==> config.mk <==
export PLATFORM = sky130hd
export DESIGN_NAME = req_pend_latch_flat
export DESIGN_NICKNAME = d
export VERILOG_FILES = /design/src/rtl/req_pend_latch_if.sv /design/src/rtl/req_pend_latch.sv /design/src/flat_wrapper.sv
export SDC_FILE = /design/constraint.sdc
export NUM_CORES = 1
export LEC_CHECK = 0
export CAP_MARGIN = 20
export CORE_AREA = 2 2 39 41
export DETAILED_ROUTE_END_ITERATION = 6
export DIE_AREA = 0 0 41 43
export PLACE_DENSITY = 0.65
export SLEW_MARGIN = 0
export SYNTH_ARGS = -nofsm -noshare
export SYNTH_HDL_FRONTEND = slang
export SYNTH_SLANG_ARGS = --single-unit
export TNS_END_PERCENT = 100
==> constraint.sdc <==
create_clock -name clk -period 1.54 [get_ports clk]
set_input_delay 0.231 -clock clk [delete_from_list [all_inputs] [get_ports clk]]
set_output_delay 0.231 -clock clk [all_outputs]
set_load 0.05 [all_outputs]
==> src/rtl/req_pend_latch_if.sv <==
// Request/pending/grant bundle between the request-capture stage and its
// environment (raw request lines, 4:2 encoder loop, grant consumer).
interface req_pend_latch_if #(
  parameter int N     = 4,
  parameter int IDX_W = 2
);
  logic [N-1:0]     req_in;
  logic [N-1:0]     pend_y;
  logic [IDX_W-1:0] enc_a;
  logic             grant_valid;
  logic [IDX_W-1:0] grant_idx;
  logic             grant_ready;
  logic             overflow;

  // master: the capture stage itself; slave: requesters, encoder and consumer
  modport master (
    input  req_in, enc_a, grant_ready,
    output pend_y, grant_valid, grant_idx, overflow
  );

  modport slave (
    output req_in, enc_a, grant_ready,
    input  pend_y, grant_valid, grant_idx, overflow
  );
endinterface

==> src/rtl/req_pend_latch.sv <==
// Request edge capture into a sticky pending register feeding a 4:2 encoder,
// with a registered valid/ready grant. REQ_LEVEL_EN selects level-sensitive requests.
module req_pend_latch #(
  parameter int N     = 4,
  parameter int IDX_W = 2
) (
  input  logic              clk,
  input  logic              rst,
  req_pend_latch_if.master  bus
);

  typedef enum logic {
    IDLE  = 1'b0,
    OFFER = 1'b1
  } state_t;

  state_t           state_reg, state_next;
  logic [N-1:0]     pend_reg, pend_next;
  logic [N-1:0]     rise;
  logic [N-1:0]     clr_mask;
  logic [IDX_W-1:0] idx_reg, idx_next;
  logic             ovf_reg, ovf_next;
  logic             accept;

  assign accept = (state_reg == OFFER) && bus.grant_ready;

  for (genvar gi = 0; gi < N; gi++) begin : g_clr
    assign clr_mask[gi] = accept && (idx_reg == IDX_W'(gi));
  end

`ifdef REQ_LEVEL_EN
  assign rise     = bus.req_in;
  assign ovf_next = 1'b0;
`else
  logic [N-1:0] req_prev_reg;

  // Loaded during reset too, so a line held high through reset yields no edge.
  always_ff @(posedge clk) begin
    req_prev_reg <= bus.req_in;
  end

  assign rise     = bus.req_in & ~req_prev_reg;
  assign ovf_next = ovf_reg | (|(rise & pend_reg & ~clr_mask));
`endif

  // Set wins over clear on the same bit.
  assign pend_next = (pend_reg & ~clr_mask) | rise;

  always_comb begin
    state_next = state_reg;
    idx_next   = idx_reg;
    case (state_reg)
      IDLE: begin
        if (|pend_reg) begin
          state_next = OFFER;
          idx_next   = bus.enc_a;
        end
      end
      OFFER: begin
        if (bus.grant_ready) begin
          state_next = IDLE;
        end
      end
      default: state_next = IDLE;
    endcase
  end

  always_ff @(posedge clk) begin
    if (rst) begin
      state_reg <= IDLE;
      pend_reg  <= '0;
      idx_reg   <= '0;
      ovf_reg   <= 1'b0;
    end else begin
      state_reg <= state_next;
      pend_reg  <= pend_next;
      idx_reg   <= idx_next;
      ovf_reg   <= ovf_next;
    end
  end

  assign bus.pend_y      = pend_reg;
  assign bus.grant_valid = (state_reg == OFFER);
  assign bus.grant_idx   = idx_reg;
  assign bus.overflow    = ovf_reg;

endmodule
==> src/flat_wrapper.sv <==
// flat-port wrapper written by rule: the top's interface ports become plain ports
module req_pend_latch_flat 
#(
  parameter int N     = 4,
  parameter int IDX_W = 2
)
  (clk, rst, bus_req_in, bus_enc_a, bus_grant_ready, bus_pend_y, bus_grant_valid, bus_grant_idx, bus_overflow);
  req_pend_latch_if #(.N(N), .IDX_W(IDX_W)) bus_i ();
  input  logic clk;
  input  logic rst;
  input wire logic [$bits(bus_i.req_in)-1:0] bus_req_in;
  input wire logic [$bits(bus_i.enc_a)-1:0] bus_enc_a;
  input wire logic [$bits(bus_i.grant_ready)-1:0] bus_grant_ready;
  output wire logic [$bits(bus_i.pend_y)-1:0] bus_pend_y;
  output wire logic [$bits(bus_i.grant_valid)-1:0] bus_grant_valid;
  output wire logic [$bits(bus_i.grant_idx)-1:0] bus_grant_idx;
  output wire logic [$bits(bus_i.overflow)-1:0] bus_overflow;
  assign bus_i.req_in = bus_req_in;
  assign bus_i.enc_a = bus_enc_a;
  assign bus_i.grant_ready = bus_grant_ready;
  assign bus_pend_y = bus_i.pend_y;
  assign bus_grant_valid = bus_i.grant_valid;
  assign bus_grant_idx = bus_i.grant_idx;
  assign bus_overflow = bus_i.overflow;
  req_pend_latch #(.N(N), .IDX_W(IDX_W)) u_core (.clk(clk), .rst(rst), .bus(bus_i));
endmodule
# Word-level counts from Yosys, hierarchy flattened
# Cells that the tools add are included.
# totals
output_inout_bits	8
elab_cells	29
register_bits	12
# op_classes
reduce_logical	9
n_bitwise	9
eq_ne	3
muxes	3
# op_table
op	n
4-bit AND	4
4-bit NOT	2
4-bit OR reduction	2
1-bit logical AND	5
2-bit equality test (second input constant)	2
4-bit bitwise OR	1
2-bit by 1-bit equality test with 1-bit output (second input constant)	1
2-bit logical NOT	1
1-bit 2-to-1 mux	2
1-bit one-hot mux with 2 select lines	1
2-bit AND reduction	1
1-bit NOT	1
1-bit bitwise OR	1

# Logic depth before layout (Yosys ltp)
# Gate-level depths: netlist of the first run.
# depth
ltp_word	6
mapped_depth	3
ltp_nobuf	3

# Worst setup path before layout of the first run
# No wires, ideal clock.
# synth_path
kind	flip-flop to flip-flop
start	register u_core.state_reg, in the netlist u_core.bus.grant_valid
end	register u_core.ovf_reg, in the netlist u_core.bus.overflow
t_arrival_ns	1.298
setup_ns	0.136
path_stages_with_launch	4
slack_ns	0.106
path_cell_list	dfxtp_1 > nand2_2 > o41ai_2 > a41oi_1
# synth_between
elab_chain_cells	6
elab_cells_between_ends	9
# synth_rtl
item	line	source
start: declaration	req_pend_latch.sv:17	state_t state_reg, state_next;
start signal: assignment	req_pend_latch.sv:75	state_reg <= state_next;
1-bit logical AND *	req_pend_latch.sv:25	assign accept = (state_reg == OFFER) && bus.grant_ready;
1-bit logical AND	req_pend_latch.sv:28	assign clr_mask[gi] = accept && (idx_reg == IDX_W'(gi));
4-bit NOT *	req_pend_latch.sv:43	assign ovf_next = ovf_reg | (|(rise & pend_reg & ~clr_mask));
4-bit AND *	req_pend_latch.sv:43	
4-bit OR reduction *	req_pend_latch.sv:43	
1-bit bitwise OR *	req_pend_latch.sv:43	
end signal: assignment	req_pend_latch.sv:78	ovf_reg <= ovf_next;
end: declaration	req_pend_latch.sv:22	logic ovf_reg, ovf_next;
# Every way passes the cells marked *; elsewhere a longest branch is shown, timed or not.
# A chain may end at the register's enable or synchronous reset.

# Final worst setup path of the first run
# Ends and elaborated chain as after synthesis.

==> out/summary.md, run 1 <==
Logic synthesis
- proportion of netlist area held by the largest area contributor: 51.3%
- number of distinct library cell variants in the gate-level netlist after synthesis: 21
- post-synthesis cell type with the largest combined area: dfxtp_1
- most common flop cell mapped by yosys: dfxtp_1
- number of flops mapped to enable cells by yosys: 0
- synthesized area divided by synthesized cell count: 9.75 um2
- warnings from Yosys: 0
- number of instances in the synthesized netlist: 48
- Netlist Area Pre-Place: 468 um2
- top cells by area in the synthesized netlist: dfxtp_1 (51%), a21oi_1 (7.5%), o21ai_0 (4.3%)
- share of synthesized registers carrying an async set or reset: 0%
- count of state elements after synthesis: 12
- sequential fraction of the synthesis area: 51.3%
- syn nets: 57

Timing
- pins over their slew limit: 0
- transition time of the tightest slew-check pin: 0.321 ns
- setup repair after global routing missed its margin: false
- number of failing hold endpoints at the final stage: 0
- final setup fails: 0
- maximum frequency from static timing analysis: 817 MHz
- Final Cycle Share: 79.5%
- worst-case clock skew: 0.00949 ns
- post-route minimum period: 1.22 ns
- hold slack: 0.437 ns
- Worst slew margin: 78.5%
- Final TNS setup: 0 ns

Worst hold path
- Hold Path Sink: u_core.req_prev_reg[1]$_DFF_P_
- critical hold path startpoint: bus_req_in[1]
- class of the worst hold path: primary input to flop
- cell count of the worst hold path: 1

Floorplanning
- core box area: 1380 um2
- initial core utilization: 33.8%
- number of cell rows: 14
- I/O pin count: 17
- floorplan die area: 1760 um2
- Horiz. Die Dim: 41 um
- height of the die: 43 um

Cells and area
- FF/Latch Area: 240 um2
- commonest non-fill, non-tap cell in the layout: dfxtp_1
- Fillers: 134
- multi-input logic area: 216 um2
- number of cells in the finished layout apart from fillers: 83
- post-synthesis to final-layout area growth: 51.9%
- commonest non-fill, non-tap cells in the layout: dfxtp_1 (12), clkdlybuf4s50_1 (8), a21oi_1 (7)
- final net count: 77
- diode count: 0
- fraction of final layout cells with drive strength greater than 1: 23.9%

Global route
- vias in the first global route: 374
- overall track demand over capacity in global routing: 14.2%
- met3 capacity usage during global routing: 3.66%
- wire length of the first global-routing pass: 1.66 mm
- most congested layer reported by global routing: met1
- grt total ovfl: 0
- met2 capacity usage during global routing: 18.8%
- number of antenna violations at the first check in global routing: 0
- GR met1 Demand/Resource: 19.1%
- pin count of the biggest net entering global routing: 10

Critical path
- critical path endpoint category: flop
- critical register-to-register path endpoint: u_core.bus.overflow$_SDFF_PP0_
- Setup crit start kind: flop
- r2r startpoint: u_core.bus.grant_valid$_SDFF_PP0_
- cells on worst reg2reg path: 3
- reg-to-reg slack, setup: 0.32 ns
- crit path max fanout: 9
- Worst Path Class, Setup: flop to flop
- data arrival time of the critical path: 1.37 ns
- CP required: 1.69 ns

Detailed routing
- count of vias placed by the detailed router: 426
- drt drc: 0
- routed wirelength normalized by instance count: 12.4 um
- Detail Route Antenna Nets: 0
- detailed-route wire length: 1.03 mm
- TritonRoute pass-1 iters: 4
- violation count after the first detailed-routing iteration: 6
- average vias per placed instance: 5.13

Clock network
- root cell of the clock tree: clkbuf_4
- Setup Fix Bufs, Post-CTS: 0
- clock tree from TritonCTS: built
- clock-pin transition on the worst setup and hold timing paths: 0.08 ns
- later-pin clock latency in the skew report: 0.27 ns
- cts-stage hold buffer count: 0
- total clock sinks: 12
- post-cts resize count: 0
- Bufs on Longest Clock Path: 2
- number of buffers created by CTS: 3
- count of H-tree levels built during CTS: 1

Power
- total power after layout: 807 uW
- internal power contribution: 568 uW
- net switching power: 239 uW
- peak supply drop: 0.000576 V
- sequential share of power: 45.5%
- switching power as a share of total power: 29.6%
- combinational group share of total power: 23.6%
- PD cells: 1140 nW/um2
- Clock power frac: 30.9%
- static leakage power: 0.277 nW

Placement
- quantity of I/O buffers inserted on ports: 16
- Placed Cells incl. Taps: 79
- final estimated routing congestion in global placement: 0.702
- HPWL after DPL: 736 um

Run
- number of violations of the max-capacitance limit: 0

Run status
- run status: complete, no violations

==> worst max-delay path, stage by stage, from the launching register on <==
cell     delay (ns)
dfxtp_1        0.52
nand2_2        0.15
o41ai_2        0.29
a41oi_1        0.14
==> routing by layer <==
layer | part of all wire [%] | vias up
met5 | 0 | -
met4 | 2.8 | 0
met3 | 5.4 | 6
met2 | 45 | 14
met1 | 47 | 187
li1 | - | 219
==> cell usage after synthesis, drive strengths merged, types with 2 or more instances <==
library cell	number
dfxtp	12
and3b	2
o2111ai	2
nand2b	2
nand2	4
a21oi	7
o21ai	4
nand3b	2
nor2	2
inv	2
==> per-stage QoR <==
step | utilization (%) | cell area [um2] | setup slack [ns]
after CTS | 51.4 | 711 | 0.318
after detailed placement | 48.7 | 674 | 0.102
after global placement | 48.7 | 674 | 0.118
after floorplan | - | 468 | 0.106
after global routing | 51.4 | 711 | 0.225
final | 51.4 | 711 | 0.316
==> power groups by stage <==
stage | registers (mW) | clock network [mW] | logic, mW
floorplan | 0.426 | 0 | 0.0471
global placement | 0.375 | 0 | 0.191
detailed placement | 0.375 | 0 | 0.191
CTS | 0.368 | 0.257 | 0.192
global route | 0.372 | 0.276 | 0.202
finish | 0.367 | 0.249 | 0.191
==> logic make-up after synthesis <==
| group | count (synthesis) | synth area share (%) |
|---|---|---|
| compound gates | 17 | 24.1 |
| buf+inv | 3 | 2.41 |
| flops | 12 | 51.3 |
| simple gates | 16 | 22.2 |
==> final cells by class <==
class,count,area share (%)
inverter,2,1.06
clock buffer,4,5.11
multi-input combinational,33,30.5
tap,16,2.82
timing repair buffer,16,26.8
sequential,12,33.8
==> how the worst max path moves through the flow <==
stage | slack, ns | from | to | cells past startpoint
4_1_cts | 0.32 | u_core.bus.grant_valid$_SDFF_PP0_ | u_core.bus.overflow$_SDFF_PP0_ | 3
3_5_place_dp | 0.10 | bus_grant_ready | u_core.bus.overflow$_SDFF_PP0_ | 4
6_report | 0.32 | u_core.bus.grant_valid$_SDFF_PP0_ | u_core.bus.overflow$_SDFF_PP0_ | 3
5_1_grt | 0.23 | u_core.bus.grant_valid$_SDFF_PP0_ | u_core.bus.overflow$_SDFF_PP0_ | 3
3_3_place_gp | 0.12 | bus_grant_ready | u_core.bus.overflow$_SDFF_PP0_ | 4
2_1_floorplan | 0.11 | u_core.bus.grant_valid$_SDFF_PP0_ | u_core.bus.overflow$_SDFF_PP0_ | 3
Note: power is estimated with default switching activity, not from simulation.
==> run 2: changes to the inputs <==
--- a/config.mk
+++ b/config.mk
@@ -6,10 +6,10 @@
 export NUM_CORES = 1
 export LEC_CHECK = 0
 export CAP_MARGIN = 20
-export CORE_AREA = 2 2 39 41
+export CORE_MARGIN = 2
+export CORE_UTILIZATION = 36
 export DETAILED_ROUTE_END_ITERATION = 6
-export DIE_AREA = 0 0 41 43
-export PLACE_DENSITY = 0.65
+export PLACE_DENSITY = 0.69
 export SLEW_MARGIN = 0
 export SYNTH_ARGS = -nofsm -noshare
 export SYNTH_HDL_FRONTEND = slang
==> constraint.sdc (replaced) <==
create_clock -name clk -period 1.1 [get_ports clk]
set_input_delay 0.165 -clock clk [delete_from_list [all_inputs] [get_ports clk]]
set_output_delay 0.165 -clock clk [all_outputs]
set_load 0.05 [all_outputs]
==> out/summary.md, run 2 (synthesis gave the netlist of run 1 again) <==
Cells and area
- final net count: 86, was 77
- Core Util, Final: 74.2%, was 51.4%
- fraction of final layout cells with drive strength greater than 1: 44.7%, was 23.9%
- diode count: 0, unchanged
- Fillers: 76, was 134
- commonest non-fill, non-tap cells in the layout: clkdlybuf4s50_1 (8), buf_12 (8), buf_4 (7), was dfxtp_1 (12), clkdlybuf4s50_1 (8), a21oi_1 (7)
- FF/Latch Area: 254 um2, was 240 um2
- number of cells in the finished layout apart from fillers: 90, was 83
- multi-input logic area: 238 um2, was 216 um2
- Design Area, Final: 858 um2, was 711 um2
- post-synthesis to final-layout area growth: 83.4%, was 51.9%

Placement
- Placed Cells incl. Taps: 85, was 79
- pre-CTS setup slack: -0.279 ns, was 0.102 ns
- final estimated routing congestion in global placement: 0.833, was 0.702
- quantity of I/O buffers inserted on ports: 16, unchanged
- HPWL after DPL: 915 um, was 736 um
- dpl cell area: 796 um2, was 674 um2

Critical path
- Worst Path Class, Setup: flop to flop, unchanged
- data arrival time of the critical path: 1.36 ns, was 1.37 ns
- critical path endpoint category: flop, unchanged
- Setup crit start kind: flop, unchanged
- crit path max fanout: 5, was 9
- reg-to-reg slack, setup: -0.11 ns, was 0.32 ns
- CP required: 1.25 ns, was 1.69 ns
- cells on worst reg2reg path: 3, unchanged
- r2r startpoint: u_core.bus.pend_y[1]$_SDFF_PP0_, was u_core.bus.grant_valid$_SDFF_PP0_
- termination of the worst setup path: u_core.bus.grant_idx[0]$_SDFFE_PP0P_, was u_core.bus.overflow$_SDFF_PP0_
- critical register-to-register path endpoint: u_core.bus.grant_idx[0]$_SDFFE_PP0P_, was u_core.bus.overflow$_SDFF_PP0_
- first element of the critical path: u_core.bus.pend_y[1]$_SDFF_PP0_, was u_core.bus.grant_valid$_SDFF_PP0_

Power
- PD cells: 1360 nW/um2, was 1140 nW/um2
- peak supply drop: 0.000786 V, was 0.000576 V
- total power after layout: 1.17 mW, was 807 uW
- static leakage power: 0.337 nW, was 0.277 nW

Floorplanning
- core box area: 1160 um2, was 1380 um2
- height of the die: 40.1 um, was 43 um
- initial core utilization: 40.5%, was 33.8%
- I/O pin count: 17, unchanged
- number of cell rows: 12, was 14
- Horiz. Die Dim: 40.1 um, was 41 um
- floorplan die area: 1600 um2, was 1760 um2

Run status
- failing checks: negative setup slack
- run status: complete, but fails checks, was complete, no violations

Timing
- post-route minimum period: 1.21 ns, was 1.22 ns
- Setup WS post-layout: -0.106 ns, was 0.316 ns
- Worst slew margin: 75.9%, was 78.5%
- Final TNS setup: -0.302 ns, was 0 ns
- transition time of the tightest slew-check pin: 0.361 ns, was 0.321 ns
- Final Cycle Share: 110%, was 79.5%
- maximum frequency from static timing analysis: 829 MHz, was 817 MHz
- pins over their slew limit: 0, unchanged
- final setup fails: 3, was 0
- setup repair after global routing missed its margin: true, was false
- hold slack: 0.406 ns, was 0.437 ns
- number of failing hold endpoints at the final stage: 0, unchanged
- worst-case clock skew: 0.00516 ns, was 0.00949 ns

Clock network
- root cell of the clock tree: clkbuf_4, unchanged
- later-pin clock latency in the skew report: 0.27 ns, about the same
- Bufs on Longest Clock Path: 2, unchanged
- count of H-tree levels built during CTS: 1, unchanged
- total clock sinks: 12, unchanged
- clock-pin transition on the worst setup and hold timing paths: 0.07 ns, was 0.08 ns
- number of buffers created by CTS: 3, unchanged
- clock tree from TritonCTS: built, unchanged
- cts-stage hold buffer count: 0, unchanged

Global route
- number of antenna violations at the first check in global routing: 0, unchanged
- vias in the first global route: 421, was 374
- wire length of the first global-routing pass: 1.89 mm, was 1.66 mm
- pin count of the biggest net entering global routing: 9, was 10
- overall track demand over capacity in global routing: 19.2%, was 14.2%
- grt total ovfl: 0, unchanged

Detailed routing
- Detail Route Antenna Nets: 0, unchanged
- routed wl met2: 646 um, was 459 um
- detailed-route wire length: 1.24 mm, was 1.03 mm
- Highest Signal Layer: met4, unchanged
- TritonRoute pass-1 iters: 2, was 4
- Post-Route M1 WL: 514 um, was 482 um
- violation count after the first detailed-routing iteration: 3, was 6
- count of vias placed by the detailed router: 487, was 426
- routed wirelength normalized by instance count: 13.7 um, was 12.4 um
- drt drc: 0, unchanged
- amount of wire on met3 after detailed routing: 65 um, was 55 um
- average vias per placed instance: 5.41, was 5.13

Worst hold path
- cell count of the worst hold path: 1, unchanged
- class of the worst hold path: primary input to flop, unchanged

Run
- number of violations of the max-capacitance limit: 0, unchanged

## run 2: cell count changes in the layout (fill, tap and decap cells not counted), sizes merged
cell / before / now
buf: 8 / 17
## run 2: power by group
part / switching, mW / internal (mW)
Combinational: 0.174 / 0.198
Clock: 0.140 / 0.141
Sequential: 0.0443 / 0.470
Total: 0.358 / 0.809
## run 2: worst min path at each step
stage | from | endpoint
6_report | bus_req_in[3] | u_core.req_prev_reg[3]$_DFF_P_
5_1_grt | bus_req_in[2] | u_core.req_prev_reg[2]$_DFF_P_
4_1_cts | bus_req_in[2] | u_core.req_prev_reg[2]$_DFF_P_
3_5_place_dp | u_core.req_prev_reg[2]$_DFF_P_ | u_core.bus.pend_y[2]$_SDFF_PP0_
3_3_place_gp | u_core.req_prev_reg[0]$_DFF_P_ | u_core.bus.pend_y[0]$_SDFF_PP0_
2_1_floorplan | bus_req_in[0] | u_core.req_prev_reg[0]$_DFF_P_
## run 2: layer usage
layer,GRT usage (%),vias up
li1,-,237
met4,7.76,0
met2,30.2,14
met3,10.0,4
met5,0,-
met1,21.5,232
## run 2: worst max-delay path, cell delays in order (launching register included)
cell and delay, ns:
dfxtp_4 0.37, or4_4 0.54, nand3b_1 0.12, a21oi_2 0.06
## run 2: final cells by class
type | instances | area share, %
clock buffers | 4 | 3.06
flip-flops and latches | 12 | 29.6
well taps | 14 | 2.04
multi-input cells | 33 | 27.7
repair buffers | 25 | 36.7
inverters | 2 | 0.875
## run 2: repair_timing
| action | 4_1_cts | 5_1_grt |
|---|---|---|
| setup buffers | 0 | 1 |
| resized for setup | 0 | 7 |
| pin swaps | 2 | 0 |
| setup endpoints to repair | 3 | 7 |
